==> src/rtl/uart_receiver_if.sv <==
// Receive-side bundle of the UART: serial line and baud tick in, recovered word and frame status out.
// The master drives the line side; the receiver attaches through the slave modport.
interface uart_receiver_if #(
   parameter int DBIT = 8
);
   logic            rx;
   logic            s_tick;
   logic [DBIT-1:0] dout;
   logic            rx_done_tick;
   logic            frame_err;
   logic            parity_err;
   logic            busy;

   modport master (
      output rx, s_tick,
      input  dout, rx_done_tick, frame_err, parity_err, busy
   );

   modport slave (
      input  rx, s_tick,
      output dout, rx_done_tick, frame_err, parity_err, busy
   );
endinterface

==> src/rtl/uart_receiver.sv <==
// UART receive stage: 16x oversampled start/data/parity/stop recovery with a one-clock done strobe.
// dout and the error flags are held until the next completed frame overwrites them.
module uart_receiver #(
   parameter int DBIT      = 8,
   parameter int SB_TICK   = 16,
   parameter int PARITY_EN = 0,
   parameter int PARITY_OD = 0
) (
   input  logic           clk,
   input  logic           reset,
   uart_receiver_if.slave bus
);

   typedef enum logic [2:0] {
      IDLE,
      START,
      DATA,
      PARITY,
      STOP
   } state_t;

   state_t          state;
   logic            rx_meta;
   logic            rx_s;
   logic [4:0]      s;
   logic [2:0]      n;
   logic [DBIT-1:0] shift_reg;
   logic            p;
   logic [DBIT-1:0] dout_reg;
   logic            done_reg;
   logic            frame_err_reg;
   logic            parity_err_reg;
   logic            busy_reg;

   // rx is asynchronous to clk; both stages reset to the idle-high line level.
   always_ff @(posedge clk or posedge reset) begin
      if (reset) begin
         rx_meta <= 1'b1;
         rx_s    <= 1'b1;
      end else begin
         rx_meta <= bus.rx;
         rx_s    <= rx_meta;
      end
   end

   always_ff @(posedge clk or posedge reset) begin
      if (reset) begin
         state          <= IDLE;
         s              <= 5'd0;
         n              <= 3'd0;
         shift_reg      <= '0;
         p              <= 1'b0;
         dout_reg       <= '0;
         done_reg       <= 1'b0;
         frame_err_reg  <= 1'b0;
         parity_err_reg <= 1'b0;
         busy_reg       <= 1'b0;
      end else begin
         done_reg <= 1'b0;
         case (state)
            IDLE: begin
               if (!rx_s) begin
                  state    <= START;
                  s        <= 5'd0;
                  busy_reg <= 1'b1;
               end
            end
            // A start bit that is high again at its midpoint is treated as line noise.
            START: begin
               if (s_tick_q()) begin
                  if (s == 5'd7) begin
                     if (!rx_s) begin
                        state <= DATA;
                        s     <= 5'd0;
                        n     <= 3'd0;
                     end else begin
                        state    <= IDLE;
                        busy_reg <= 1'b0;
                     end
                  end else begin
                     s <= s + 5'd1;
                  end
               end
            end
            DATA: begin
               if (s_tick_q()) begin
                  if (s == 5'd15) begin
                     shift_reg <= {rx_s, shift_reg[DBIT-1:1]};
                     s         <= 5'd0;
                     if (n == 3'(DBIT - 1)) begin
                        state <= (PARITY_EN != 0) ? PARITY : STOP;
                     end else begin
                        n <= n + 3'd1;
                     end
                  end else begin
                     s <= s + 5'd1;
                  end
               end
            end
            PARITY: begin
               if (s_tick_q()) begin
                  if (s == 5'd15) begin
                     p     <= rx_s;
                     s     <= 5'd0;
                     state <= STOP;
                  end else begin
                     s <= s + 5'd1;
                  end
               end
            end
            // Results are published together with the return to IDLE so the strobe lands one clk after the stop sample.
            STOP: begin
               if (s_tick_q()) begin
                  if (s == 5'(SB_TICK - 1)) begin
                     state          <= IDLE;
                     busy_reg       <= 1'b0;
                     done_reg       <= 1'b1;
                     dout_reg       <= shift_reg;
                     frame_err_reg  <= ~rx_s;
                     parity_err_reg <= (PARITY_EN != 0) & (^shift_reg ^ p ^ (PARITY_OD != 0));
                  end else begin
                     s <= s + 5'd1;
                  end
               end
            end
            default: begin
               state    <= IDLE;
               busy_reg <= 1'b0;
            end
         endcase
      end
   end

   function automatic logic s_tick_q();
      return bus.s_tick;
   endfunction

   assign bus.dout         = dout_reg;
   assign bus.rx_done_tick = done_reg;
   assign bus.frame_err    = frame_err_reg;
   assign bus.parity_err   = parity_err_reg;
   assign bus.busy         = busy_reg;

endmodule

==> src/flat_wrapper.sv <==
// flat-port wrapper written by rule: the top's interface ports become plain ports
module uart_receiver_flat 
#(
   parameter int DBIT      = 8,
   parameter int SB_TICK   = 16,
   parameter int PARITY_EN = 0,
   parameter int PARITY_OD = 0
)
  (clk, reset, bus_rx, bus_s_tick, bus_dout, bus_rx_done_tick, bus_frame_err, bus_parity_err, bus_busy);
  uart_receiver_if #(.DBIT(DBIT)) bus_i ();
  input  logic clk;
  input  logic reset;
  input wire logic [$bits(bus_i.rx)-1:0] bus_rx;
  input wire logic [$bits(bus_i.s_tick)-1:0] bus_s_tick;
  output wire logic [$bits(bus_i.dout)-1:0] bus_dout;
  output wire logic [$bits(bus_i.rx_done_tick)-1:0] bus_rx_done_tick;
  output wire logic [$bits(bus_i.frame_err)-1:0] bus_frame_err;
  output wire logic [$bits(bus_i.parity_err)-1:0] bus_parity_err;
  output wire logic [$bits(bus_i.busy)-1:0] bus_busy;
  assign bus_i.rx = bus_rx;
  assign bus_i.s_tick = bus_s_tick;
  assign bus_dout = bus_i.dout;
  assign bus_rx_done_tick = bus_i.rx_done_tick;
  assign bus_frame_err = bus_i.frame_err;
  assign bus_parity_err = bus_i.parity_err;
  assign bus_busy = bus_i.busy;
  uart_receiver #(.DBIT(DBIT), .SB_TICK(SB_TICK), .PARITY_EN(PARITY_EN), .PARITY_OD(PARITY_OD)) u_core (.clk(clk), .reset(reset), .bus(bus_i));
endmodule
==> config.mk <==
export PLATFORM = sky130hd
export DESIGN_NAME = uart_receiver_flat
export DESIGN_NICKNAME = d
export VERILOG_FILES = /design/src/rtl/uart_receiver_if.sv /design/src/rtl/uart_receiver.sv /design/src/flat_wrapper.sv
export SDC_FILE = /design/constraint.sdc
export NUM_CORES = 1
export LEC_CHECK = 0
export CORE_ASPECT_RATIO = 1.1
export CORE_UTILIZATION = 55
export CTS_CLUSTER_DIAMETER = 30
export DETAILED_ROUTE_END_ITERATION = 16
export GPL_TIMING_DRIVEN = 0
export PLACE_DENSITY = 0.75
export SYNTH_ARGS = -nofsm -noshare
export SYNTH_HDL_FRONTEND = slang
export SYNTH_SLANG_ARGS = --single-unit
==> constraint.sdc <==
create_clock -name clk -period 2.6 [get_ports clk]
set_input_delay 0.52 -clock clk [delete_from_list [all_inputs] [get_ports clk]]
set_output_delay 0.52 -clock clk [all_outputs]
set_load 0.02 [all_outputs]
==> flow_summary.yaml <==
yosys:
  synth_largest_area_cell: "dfrtp_1"
  synth_top_cells_by_area: "dfrtp_1 (45%), mux2_2 (11%), ha_1 (4.5%)"
  yosys_most_used_dff: "dfrtp_1"
  synth_warnings: 0
  ys_types: 54
  synth_cells: 136
  synth.net_count: 146
  synth-edff-count: 0
  synth_seq_area_share_pct: 48.4
  async_flop_share_pct: 100
  syn_area_sq_um: 1660
  syn_avg_cell_area_sq_um: 12.2
  ys_seq_elements: 32
  synth_top_area_share_pct: 45.2
placement:
  gp_congestion: 0.811
  placed_area_sq_um: 1840
  dpl.hpwl_um: 2020
  portBuffers: 14
layout:
  antenna_cells: 0
  fin_area_sq_um: 1920
  fin_nets: 168
  syn2layout_area_growth_pct: 15.9
  drive_above_1_share_pct: 28.3
clock_network:
  cts_tree: "built"
  cts.htree.levels: 2
  clk_latency_ns: 0.33
  cts_max_path_buffers: 2
  clock-sinks: 32
  cts_made_buffers: 5
  post-cts-setup-buffers: 0
  cts_root_buf: "clkbuf_4"
  path_clk_slew_ns: 0.09
  cts_resized: 0
  hold_buffers: 0
sta:
  finalHoldViolCount: 0
  tns_ns: 0
  layout_min_cycle_time_ns: 2.24
  setup_violations: 0
  fin_hold_ws_ns: 0.364
  timing.final.max_slew_violations: 0
  rsz0062_at_grt: "no"
  clock_skew_ns: 0.00812
  period_share_pct: 86.3
  max_freq_ghz: 0.446
detailed_routing:
  dr.pass1.iters: 5
  drtIter0Drc: 24
  via_count: 1132
  vias_per_cell: 5.90
  wl_per_cell_um: 14.7
  antenna_left: 0
  wl_um: 2820
  drc: 0
floorplan:
  dieArea_sq_um: 3240
  dieHeight_um: 59.6
  floorplan.initialDensity_pct: 58.7
  rows: 20
  fp.dieW_um: 54.4
  io_pins: 16
  coreArea_sq_um: 2830
global_route:
  track_usage_pct: 21.8
  grt_pass1_vias: 1140
  antenna_found_initial: 0
  grt_pass1_wl_um: 5000
  grt_overflow: 0
  grt_max_degree: 33
outcome:
  status: "finished clean"
hold_path:
  worstHoldPathType: "reg -> reg"
worst_setup_path:
  crit_type: "reg -> reg"
  reg2reg_slack_ns: 0.36
  cp_max_fo: 6
  crit_arrival_ns: 2.46
  start_kind: "flip-flop"
  critPathRequiredTime_ns: 2.82
  cp-end-kind: "flip-flop"
pwr:
  peakVddDrop_uv: 700
  p_per_area_nw_per_um2: 763
  leakagePower_nw: 0.887
  p_total_w: 0.00147
job:
  drv_cap: 0
cells by family after synthesis:
kind of cell / synth area share [%]
other: 0.226
adder cells (fa/ha/maj): 4.52
buffers and inverters: 4.29
AO/OA/AOI/OAI: 12.0
XOR/XNOR: 0.528
AND/OR/NAND/NOR: 15.5
flip-flops: 48.4
multiplexers: 14.5
area by class of cell:
| cell class | instances | area [sq um] |
|---|---|---|
| Clock buffer | 7 | 55.1 |
| Sequential cell | 32 | 803 |
| Multi-Input combinational cell | 91 | 786 |
| Tap cell | 33 | 41.3 |
| Timing Repair Buffer | 15 | 160 |
| Buffer | 7 | 48.8 |
| Inverter | 6 | 22.5 |
| Clock inverter | 1 | 7.51 |
| Fill cell | 241 | 903 |
worst max-delay path, stage by stage, from the launching register on:
cell and delay [ns]:
dfrtp_1 0.42, ha_1 0.26, and3_1 0.23, ha_1 0.26
and3b_1 0.19, a311o_1 0.26, nand4_1 0.17, mux2_1 0.34
cells in the mapped netlist (2+ instances only):
| cell type | count |
|---|---|
| ha_1 | 6 |
| buf_6 | 2 |
| inv_1 | 6 |
| and2_1 | 2 |
| nand3_1 | 2 |
| nand2_1 | 7 |
| o22ai_1 | 3 |
| dfstp_2 | 2 |
| mux2_4 | 2 |
| nand2b_1 | 5 |
| nor2_1 | 3 |
| buf_2 | 3 |
| a21oi_1 | 2 |
| a22o_1 | 3 |
| mux2_2 | 16 |
| dfrtp_1 | 30 |
| nor2b_1 | 3 |
| o21ai_0 | 2 |
| mux2i_1 | 2 |
placed cells by master (no fill, tap or decap), types with 2 or more instances in the layout:
master	n
dfrtp_1	30
mux2_2	16
clkdlybuf4s50_1	14
nand2_1	7
ha_1	6
nand2b_1	5
inv_1	5
clkbuf_4	5
buf_2	3
nor2_1	3
a22o_1	3
nor2b_1	3
o22ai_1	3
buf_6	2
clkbuf_1	2
and2_1	2
o21ai_0	2
a21oi_1	2
mux2_4	2
nand3_1	2
mux2i_1	2
dfstp_2	2
layer usage:
layer / global-route usage, % / routed length, um / vias up / part of all wire (%)
met4: 8.06 / 42 / 0 / 1.5
li1: - / - / 538 / -
met1: 27.2 / 1290 / 567 / 46
met5: 0 / 0 / - / 0
met2: 34.1 / 1380 / 21 / 49
met3: 7.95 / 101 / 6 / 3.6
worst paths after layout:
path                       cells past startpoint      startpoint                   to
max reg2reg                                    7     u_core.s[0]      u_core.state[1]
min in group asynchronous                      2           reset  u_core.shift_reg[1]
min                                            0  u_core.rx_meta          u_core.rx_s
max                                            7     u_core.s[0]      u_core.state[1]
max in group asynchronous                      3           reset       u_core.rx_meta
min reg2reg                                    0  u_core.rx_meta          u_core.rx_s
power by group:
part	internal [W]	switching (W)	total, W
clock	0.000132	0.000169	0.000301
sequential	0.000557	0.0000486	0.000606
combinational	0.000263	0.000299	0.000562
total	0.000952	0.000517	0.00147
metrics by stage:
stage               std cells  setup slack, ns  utilization [%]
finish                    192            0.357             68.1
floorplan                 136            0.534                -
detailed placement        183            0.282             65.1
global placement          183            0.318             65.1
CTS                       191            0.344             67.3
global route              192            0.232             68.1
Power figures use the tool's default switching activity.
